### src/rtl/eth_pkg.sv
// Shared types, constants and the bytewise CRC32 step for the Ethernet receive frame checker.
package eth_pkg;

  typedef enum logic [1:0] {
    IDLE = 2'd0,
    PRE  = 2'd1,
    DATA = 2'd2,
    DROP = 2'd3
  } state_e;

  localparam logic [7:0]  PREAMBLE_BYTE = 8'h55;
  localparam logic [7:0]  SFD_BYTE      = 8'hD5;
  localparam logic [31:0] CRC32_POLY    = 32'h04C11DB7;
  localparam logic [31:0] CRC32_INIT    = 32'hFFFFFFFF;

  // Byte enters bit 0 first into an MSB-out shift register; no reflection, no final XOR.
  function automatic logic [31:0] crc32_next(input logic [31:0] crc, input logic [7:0] data);
    logic [31:0] c;
    c = crc;
    for (int i = 0; i < 8; i++) begin
      c = (c[31] ^ data[i]) ? ((c << 1) ^ CRC32_POLY) : (c << 1);
    end
    return c;
  endfunction

endpackage

### src/rtl/eth_crc32.sv
// Registered CRC32 accumulator with synchronous clear and byte enable.
module eth_crc32
  import eth_pkg::*;
(
  input  logic        mac_clk,
  input  logic        mac_rst_n,
  input  logic        clr_i,
  input  logic        en_i,
  input  logic [7:0]  data_i,
  output logic [31:0] crc_o,
  output logic [31:0] crc_next_o
);

  logic [31:0] crc_q;

  assign crc_next_o = crc32_next(crc_q, data_i);
  assign crc_o      = crc_q;

  always_ff @(posedge mac_clk or negedge mac_rst_n) begin
    if (!mac_rst_n) begin
      crc_q <= '0;
    end else if (clr_i) begin
      crc_q <= CRC32_INIT;
    end else if (en_i) begin
      crc_q <= crc_next_o;
    end
  end

endmodule

### src/rtl/eth_rx_frame_check.sv
// Strips preamble/SFD and FCS, checks CRC and length, flags errors on the end-of-packet beat.
// Optional statistics counters are built when ETH_RX_STATS_EN is defined.
module eth_rx_frame_check
  import eth_pkg::*;
#(
  parameter logic [31:0] P_RESIDUE = 32'hC704DD7B,
  parameter int unsigned P_MIN_LEN = 64,
  parameter int unsigned P_MAX_LEN = 1518
) (
  input  logic        mac_clk,
  input  logic        mac_rst_n,
  input  logic        in_sop,
  input  logic        in_eop,
  input  logic        in_valid,
  input  logic [7:0]  in_data,
  input  logic        in_error,
`ifdef ETH_RX_STATS_EN
  output logic [31:0] stat_good_cnt,
  output logic [31:0] stat_bad_cnt,
`endif
  output logic        out_sop,
  output logic        out_eop,
  output logic        out_valid,
  output logic [7:0]  out_data,
  output logic        out_crc_err,
  output logic        out_len_err,
  output logic        out_phy_err,
  output logic [10:0] out_len
);

  state_e          state_q;
  logic [2:0]      pre_cnt_q;
  logic [10:0]     len_q;
  logic            phy_q;
  logic [2:0]      cnt_q;
  logic            emitted_q;
  logic [3:0][7:0] dl_q;

  logic [31:0] crc_q, crc_next;
  logic        crc_clr, crc_en;
  logic        is_pre, sop_pre, full;
  logic [10:0] len_inc;
  logic        len_bad;

  assign is_pre  = (in_data == PREAMBLE_BYTE);
  assign sop_pre = in_sop & is_pre;
  assign full    = (cnt_q == 3'd4);
  assign len_inc = (&len_q) ? len_q : len_q + 11'd1;
  assign len_bad = ({21'd0, len_inc} < P_MIN_LEN) || ({21'd0, len_inc} > P_MAX_LEN);

  assign crc_clr = in_valid && (state_q == PRE) && !in_eop && !is_pre && (in_data == SFD_BYTE);
  assign crc_en  = in_valid && (state_q == DATA) && !in_sop;

  eth_crc32 u_crc (
    .mac_clk    (mac_clk),
    .mac_rst_n  (mac_rst_n),
    .clr_i      (crc_clr),
    .en_i       (crc_en),
    .data_i     (in_data),
    .crc_o      (crc_q),
    .crc_next_o (crc_next)
  );

  always_ff @(posedge mac_clk or negedge mac_rst_n) begin
    if (!mac_rst_n) begin
      state_q     <= IDLE;
      pre_cnt_q   <= '0;
      len_q       <= '0;
      phy_q       <= 1'b0;
      cnt_q       <= '0;
      emitted_q   <= 1'b0;
      dl_q        <= '0;
      out_sop     <= 1'b0;
      out_eop     <= 1'b0;
      out_valid   <= 1'b0;
      out_data    <= '0;
      out_crc_err <= 1'b0;
      out_len_err <= 1'b0;
      out_phy_err <= 1'b0;
      out_len     <= '0;
    end else begin
      out_sop     <= 1'b0;
      out_eop     <= 1'b0;
      out_valid   <= 1'b0;
      out_data    <= '0;
      out_crc_err <= 1'b0;
      out_len_err <= 1'b0;
      out_phy_err <= 1'b0;
      out_len     <= '0;
      if (in_valid) begin
        unique case (state_q)
          IDLE: begin
            if (sop_pre) begin
              state_q   <= PRE;
              pre_cnt_q <= 3'd1;
            end
          end
          PRE: begin
            if (in_eop) begin
              state_q <= IDLE;
            end else if (is_pre) begin
              if (pre_cnt_q == 3'd7) state_q <= DROP;
              else pre_cnt_q <= pre_cnt_q + 3'd1;
            end else if (in_data == SFD_BYTE) begin
              state_q   <= DATA;
              len_q     <= '0;
              phy_q     <= 1'b0;
              cnt_q     <= '0;
              emitted_q <= 1'b0;
            end else begin
              state_q <= DROP;
            end
          end
          DATA: begin
            if (in_sop) begin
              // Abort: close the partial frame, then treat this byte as a fresh start.
              if (emitted_q) begin
                out_valid   <= 1'b1;
                out_eop     <= 1'b1;
                out_data    <= dl_q[3];
                out_crc_err <= (crc_q != P_RESIDUE);
                out_len_err <= 1'b1;
                out_phy_err <= phy_q;
                out_len     <= len_q;
              end
              state_q   <= sop_pre ? PRE : IDLE;
              pre_cnt_q <= 3'd1;
            end else begin
              len_q <= len_inc;
              phy_q <= phy_q | in_error;
              dl_q  <= {dl_q[2:0], in_data};
              if (!full) cnt_q <= cnt_q + 3'd1;
              if (in_eop) begin
                state_q <= IDLE;
                if (full) begin
                  out_valid   <= 1'b1;
                  out_sop     <= !emitted_q;
                  out_eop     <= 1'b1;
                  out_data    <= dl_q[3];
                  out_crc_err <= (crc_next != P_RESIDUE);
                  out_len_err <= len_bad;
                  out_phy_err <= phy_q | in_error;
                  out_len     <= len_inc;
                end
              end else if (full) begin
                out_valid <= 1'b1;
                out_sop   <= !emitted_q;
                out_data  <= dl_q[3];
                emitted_q <= 1'b1;
              end
            end
          end
          DROP: begin
            if (in_eop) begin
              state_q <= IDLE;
            end else if (sop_pre) begin
              state_q   <= PRE;
              pre_cnt_q <= 3'd1;
            end
          end
        endcase
      end
    end
  end

`ifdef ETH_RX_STATS_EN
  logic drop_now, drop_q;

  // Frame ended before any byte could leave the delay line.
  assign drop_now = in_valid && (state_q == DATA) && !in_sop && in_eop && !full;

  always_ff @(posedge mac_clk or negedge mac_rst_n) begin
    if (!mac_rst_n) begin
      drop_q        <= 1'b0;
      stat_good_cnt <= '0;
      stat_bad_cnt  <= '0;
    end else begin
      drop_q <= drop_now;
      if (out_valid && out_eop) begin
        if (out_crc_err || out_len_err || out_phy_err) stat_bad_cnt <= stat_bad_cnt + 32'd1;
        else stat_good_cnt <= stat_good_cnt + 32'd1;
      end else if (drop_q) begin
        stat_bad_cnt <= stat_bad_cnt + 32'd1;
      end
    end
  end
`else
  // Statistics counters are not built.
`endif

endmodule

### config.mk
export PLATFORM = sky130hd
export DESIGN_NAME = eth_rx_frame_check
export DESIGN_NICKNAME = d
export VERILOG_FILES = /design/src/rtl/eth_pkg.sv /design/src/rtl/eth_crc32.sv /design/src/rtl/eth_rx_frame_check.sv
export SDC_FILE = /design/constraint.sdc
export NUM_CORES = 1
export LEC_CHECK = 0
export ABC_AREA = 1
export ABC_CLOCK_PERIOD_IN_PS = 2500
export BUFFER_PORTS_ARGS = -buffer_cell sky130_fd_sc_hd__buf_2
export CAP_MARGIN = 40
export CORE_MARGIN = 2
export CORE_UTILIZATION = 30
export CTS_CLUSTER_DIAMETER = 120
export CTS_CLUSTER_SIZE = 28
export DETAILED_ROUTE_END_ITERATION = 8
export PLACE_DENSITY = 0.52
export SLEW_MARGIN = 20
export SYNTH_ARGS = -nofsm -noshare
export SYNTH_HDL_FRONTEND = slang
export SYNTH_SLANG_ARGS = --single-unit
### constraint.sdc
create_clock -name mac_clk -period 2.5 [get_ports mac_clk]
set_clock_uncertainty 0.15 [all_clocks]
set_input_delay 0.25 -clock mac_clk [delete_from_list [all_inputs] [get_ports mac_clk]]
set_output_delay 0.25 -clock mac_clk [all_outputs]
set_load 0.01 [all_outputs]
==> results of run 1 <==
==> registers in the layout, indices dropped and copies added, names as in the netlist, 2 cells and up <==
name,flops
out_data,8
cnt_q,3
state_q,2
out_len,11
u_crc.crc_o,32
pre_cnt_q,3
dl_q,32
len_q,11
==> how the worst min path moves through the flow <==
stage,start,endpoint,slack [ns],depth (start not counted)
after floorplan,mac_rst_n,cnt_q[0],-0.20,0
after global placement,mac_rst_n,dl_q[29],0.12,1
after detailed placement,mac_rst_n,dl_q[29],0.12,1
after CTS,in_data[3],dl_q[3],0.04,3
after global routing,in_data[7],dl_q[7],0.06,3
final,in_data[3],dl_q[3],0.04,3
==> layout make-up <==
type | instances | area share
inverter | 95 | 0.04920
multi-input combinational | 649 | 0.4255
clock buffer | 9 | 0.03107
tap | 270 | 0.04661
timing repair buffer | 67 | 0.06128
sequential | 110 | 0.3799
clock inverter | 6 | 0.006387
==> routing by layer <==
layer	up-vias	global-route usage	part of all wire
li1	2897	-	-
met1	2638	0.2203	0.48
met2	122	0.2618	0.45
met3	29	0.02147	0.040
met4	0	0.08238	0.030
met5	-	0	0
==> what timing repair did <==
item	in CTS	in global routing
hold buffers	2	0
gates resized for setup	0	12
endpoints found under the hold margin	36	0
endpoints found under the setup margin	0	1
setup buffers	0	5
==> metrics by stage <==
| step | setup slack [ns] | area, um2 |
|---|---|---|
| final | 0.1665 | 7248 |
| after global routing | -0.01362 | 7248 |
| after CTS | 0.04843 | 7169 |
| after detailed placement | 0.08028 | 6878 |
| after global placement | 0.09474 | 6867 |
| after floorplan | 0.5764 | 6255 |
==> Yosys cell counts, drive strengths merged (2+ instances only) <==
library cell,number,area [um2]
a21oi,38,205.2
a22o,2,17.52
a22oi,18,135.1
buf,15,86.33
clkbuf,4,15.01
clkinv,2,7.510
dfrtp,110,2753
ha,6,75.07
inv,93,349.1
nand2,397,1540
nand3,46,252.8
nand4,10,62.56
nor2,57,246.5
nor3,13,96.35
nor4,4,31.28
o21ai,33,172.7
o22ai,3,18.77
o31ai,3,27.52
xor2,11,96.34
==> cells by family (layout without fill, tap and decap cells) <==
logic type      Yosys count  in the layout  synth area share
compound gates          102            102           0.09922
xor+xnor                 12             12           0.01680
fa+ha+maj                 6              6           0.01200
buf+inv                 114            177           0.07321
flops                   110            110            0.4401
simple gates            529            529            0.3587
==> power breakdown <==
part | total, uW | switching (uW) | internal [uW]
registers | 2720 | 410 | 2310
clock network | 1390 | 713 | 681
logic | 3730 | 2520 | 1210
==> worst register-to-register path, cell delays in order (launching register included) <==
cell	delay (ns)
dfrtp_1	0.45
inv_2	0.11
nand2_1	0.09
nand2_4	0.17
nand2_1	0.14
nand2_4	0.13
ha_1	0.15
inv_1	0.04
nor2_1	0.08
nand4_1	0.10
nor2_1	0.12
nand2_1	0.08
nor2_1	0.13
nand3_1	0.14
nand2_1	0.09
a21oi_1	0.06
==> results.yml, run 1 <==
timing:
  fin_crit_ns: 2.334
  final_hold_viol_count: 0
  min_period_over_period: 0.9334
  finalSetupViolCount: 0
  setup_tns_ns: 0
  fin_worst_hold_slack_ns: 0.04477
  timing.fmax_mhz: 428.5
  worst_pin_slew_ns: 0.6503
  maxSlewHeadroom: 0.5664
  maxSlewViolCount: 0
clocking:
  clkTransAtPathRegs_ns: 0.08
  cts-buffers-inserted: 9
  clk_path_buf_depth: 2
  cts_tree: "yes"
  clock_latency_ns: 0.36
  clock-root-buffer: "clkbuf_16"
  htreeDepth: 3
  cts_num_sinks: 110
routing:
  viasPerCell: 4.715
  detail_route.first_pass.iterations: 4
  dr.first_iter.drc_count: 399
  wl_per_cell_um: 14.40
  vias: 5686
  drc: 0
  drt-total-wl_um: 17370
  detail-route-antenna-nets: 0
synthesis:
  ys_warn_count: 0
  ys_async_sr_fraction: 1.000
  ys_seq_elements: 110
  synth.distinct_cells: 42
  synth_edf_count: 0
  dominantRegCellSynth: "dfrtp_1"
  syn-cell-area_um2: 6255
  synthCells: 873
  synth_area_per_cell_um2: 7.165
  synth_nets: 893
  ys_seq_area_frac: 0.4401
power_and_ir_drop:
  total_leakage_power_uw: 0.003863
  power.total_uw: 7842
  p_per_area_nw_per_um2: 1082
  ir_drop_uv: 339.1
layout:
  drive_gt1_frac: 0.1517
  final_cells: 1206
  layout_commonest_cell: "nand2_1"
  multi_input_area_um2: 3084
  nNetsFinal: 952
  seq_area_um2: 2754
  nFillCells: 2174
  final_cell_mix: "371 x nand2_1, 109 x dfrtp_1, 81 x inv_1, 48 x nor2_1, 43 x nand3_1"
  diodes: 0
  syn_to_final_growth_pct: 15.88
  postLayoutCoreUtil: 0.3559
worst_setup_path:
  crit_type: "reg2reg"
  timing.critical_path.mode_cell: "nand2_1"
  r2r-start: "u_crc.crc_o[31]"
  cp_num_cells: 15
  reg2reg_depth: 15
  worst-endpoint-required_ns: 2.59
  start_kind: "register"
  worstPathBufferInverterCount: 2
  crit_path_top_delay_cell: "dfrtp_1"
  startpoint: "u_crc.crc_o[31]"
  worstPathCellList: "inv_2, nand2_1, nand2_4, nand2_1, nand2_4, ha_1, inv_1, nor2_1, nand4_1, nor2_1, nand2_1, nor2_1, nand3_1, nand2_1, a21oi_1"
  crit_end: "out_crc_err"
  cp_max_fo: 11
  cp.arrival_ns: 2.43
  critPathMaxStageDelay_ns: 0.45
  r2r_setup_slack_ns: 0.17
  crit_path_end_kind: "register"
  worstReg2RegEnd: "out_crc_err"
  crit_family: "simple AND/OR/NAND/NOR gates"
floorplanning:
  die_h_um: 148.4
  io_pins: 39
  fp.dieW_um: 148.4
  initial_core_util: 0.3071
  die_area_um2: 22020
  rows: 52
  core_region_area_um2: 20360
global_routing:
  grt_pass1_wl_um: 28390
  grt_usage: 0.1644
  globalRoute.totalOverflow: 0
  grt_max_degree: 58
  grt_antenna_before_repair: 0
  grt_pass1_vias: 5443
placed_design:
  dp.final_hpwl_um: 12620
  place.gp.congestion: 0.8873
  portBuffers: 38
  placed_cells: 1184
run_status:
  outcome: "completed"
min_path:
  hp-class: "in2reg"
job:
  drv_cap: 0
No activity file was read; power rests on OpenSTA's default activity.
==> run 2, diff against run 1 <==
Settings changed: ABC_CLOCK_PERIOD_IN_PS 2500 to 2260, REMOVE_ABC_BUFFERS set to 1, SETUP_SLACK_MARGIN set to 0.2.
Clock period 2.5 ns to 2.26 ns, I/O delays scaled along.
==> run 2 against run 1 <==
Register-to-register slack better by 0.05 ns. Final area is 11% higher. Utilization rose by 4.0 points. Sequential power grew 11%. Critical path depth is the same. First-iteration DRC count down 3.5%. Clock power is 14% higher. Clock-buffer cell count did not move. Global-route usage grew 0.68 points. Flip-flop and latch count is the same. Sequential share of layout area shrank 3.8 points. Critical path type unchanged.
==> results.yml, run 2 (synthesis gave the netlist of run 1 again) <==
timing:
  timing.fmax_mhz: 488.9
  worst_pin_slew_ns: 0.5222
  rsz0062_at_grt: "true"
  finalSetupViolCount: 0
  fin_crit_ns: 2.045
  setup_tns_ns: 0
  maxSlewViolCount: 0
  final_hold_viol_count: 0
  maxSlewHeadroom: 0.6510
  min_period_over_period: 0.9050
global_routing:
  grt_max_degree: 58
  grt_usage: 0.1712
  globalRoute.totalOverflow: 0
  grt_pass1_vias: 5643
  grt_antenna_before_repair: 1
  grt_pass1_wl_um: 29610
floorplanning:
  rows: 52
  die_h_um: 148.4
  io_pins: 39
  initial_core_util: 0.3071
  fp.dieW_um: 148.4
  core_region_area_um2: 20360
  die_area_um2: 22020
placed_design:
  place.gp.congestion: 0.9284
  dp.final_hpwl_um: 13180
  portBuffers: 38
  dpl_cell_area_um2: 6994
layout:
  syn_to_final_growth_pct: 28.91
  drive_gt1_frac: 0.2717
  nNetsFinal: 1005
  final_cell_mix: "324 x nand2_1, 106 x dfrtp_1, 74 x inv_1, 70 x buf_4, 54 x nand2_2"
  layout_commonest_cell: "nand2_1"
  nFillCells: 2149
  postLayoutCellArea_um2: 8063
routing:
  detail_route.first_pass.iterations: 5
  viasPerCell: 4.736
  detail-route-antenna-nets: 0
  drc: 0
  vias: 5972
  wl_per_cell_um: 14.99
  dr.first_iter.drc_count: 385
  drt-total-wl_um: 18900
clocking:
  clk_path_buf_depth: 2
  clock-root-buffer: "clkbuf_16"
  clkTransAtPathRegs_ns: 0.08
  cts_tree: "yes"
  clock_latency_ns: 0.37
  cts_num_sinks: 110
  htreeDepth: 3
  cts-buffers-inserted: 9
worst_setup_path:
  r2r_setup_slack_ns: 0.21
  start_kind: "register"
  cp_max_fo: 6
  crit_type: "reg2reg"
  crit_path_end_kind: "register"
  worstReg2RegEnd: "out_crc_err"
  cp.arrival_ns: 2.14
  reg2reg_depth: 15
  r2r-start: "u_crc.crc_o[31]"
  worst-endpoint-required_ns: 2.36
min_path:
  worstHoldStart: "in_valid"
  whs_endpoint: "len_q[0]"
  hp-class: "in2reg"
  holdPathStages: 2
power_and_ir_drop:
  ir_drop_uv: 441.6
  total_leakage_power_uw: 0.004218
  p_per_area_nw_per_um2: 1244
job:
  drv_cap: 0
run_status:
  outcome: "completed"
## run 2: cell count changes in the layout (fill, tap and decap cells not counted), moves of 3 or more
cell	previous run	this run
nand2_1	371	324
dfrtp_1	109	106
nand2_2	21	54
dfrtp_2	1	4
nand3_2	2	6
buf_4	25	70
inv_2	12	18
nor2_4	2	5
nor2_2	7	12
buf_12	2	7
nand3_1	43	39
nand2_4	5	19
nor2_1	48	40
inv_1	81	74
## run 2: worst max-delay path by stage
stage	from	to	slack, ns	cells past startpoint
2_1_floorplan	state_q[1]	u_crc.crc_o[7]	-0.27	9
3_3_place_gp	len_q[1]	out_len_err	0.09	11
3_5_place_dp	len_q[1]	out_len_err	0.10	11
4_1_cts	len_q[1]	out_len_err	0.12	13
5_1_grt	u_crc.crc_o[31]	out_crc_err	0.08	16
6_report	u_crc.crc_o[31]	out_crc_err	0.21	15
## run 2: final cells by class
cell class              count  area [um2]  area share
multi-input cells         652        3427      0.4250
flip-flops and latches    110        2758      0.3420
repair buffers            117       895.9      0.1111
inverters                  95       359.1     0.04454
well taps                 270       337.8     0.04190
clock buffers               9       225.2     0.02793
clock inverters             7       57.56    0.007138
diodes                      1       2.502   0.0003104
## run 2: per-stage QoR
stage               hold slack, ns  total power (uW)  instances  setup WS, ns    util
floorplan                  -0.2196              5806        854       -0.2703       -
global placement           0.04618              7202       1195       0.09164  0.3435
detailed placement         0.04553              7201       1195        0.1026  0.3435
CTS                        0.02665              9088       1223        0.1193  0.3671
global route               0.04266             10820       1261       0.08262  0.3959
finish                     0.04240             10030       1261        0.2146  0.3959
## run 2: what timing repair did
item / 4_1_cts / 5_1_grt
endpoints found under the setup margin: 12 / 19
resized for setup: 23 / 89
hold buffers: 2 / 0
endpoints found under the hold margin: 26 / 0
pin swaps: 5 / 44
buffers inserted: 10 / 33
cloned: 0 / 4
## run 2: critical path, cell delays in order, from the launching register on
cell	delay [ns]
dfrtp_2	0.45
inv_2	0.09
nand2_2	0.06
nand2_4	0.15
clkbuf_16	0.18
nand2_2	0.05
nand3_1	0.07
nand2_2	0.08
nor2_2	0.09
nand2_1	0.06
nor2_1	0.10
nand2_1	0.09
nor2_1	0.11
nand3_1	0.08
nand2_1	0.06
a21oi_1	0.05
## run 2: layer usage
metal  global-route usage  part of all wire  vias to the layer above
met1               0.2305              0.47                     2782
met4              0.06619             0.026                        0
met2               0.2778              0.46                      154
met5                    0                 0                        -
li1                     -                 -                     3003
met3              0.02638             0.051                       33
## run 2: report_power, final
group | leakage (uW) | internal [uW] | switching, uW
combinational | 0.00271 | 2060 | 3360
sequential | 0.00136 | 2560 | 459
clock | 0.000139 | 766 | 825
total | 0.00422 | 5380 | 4650
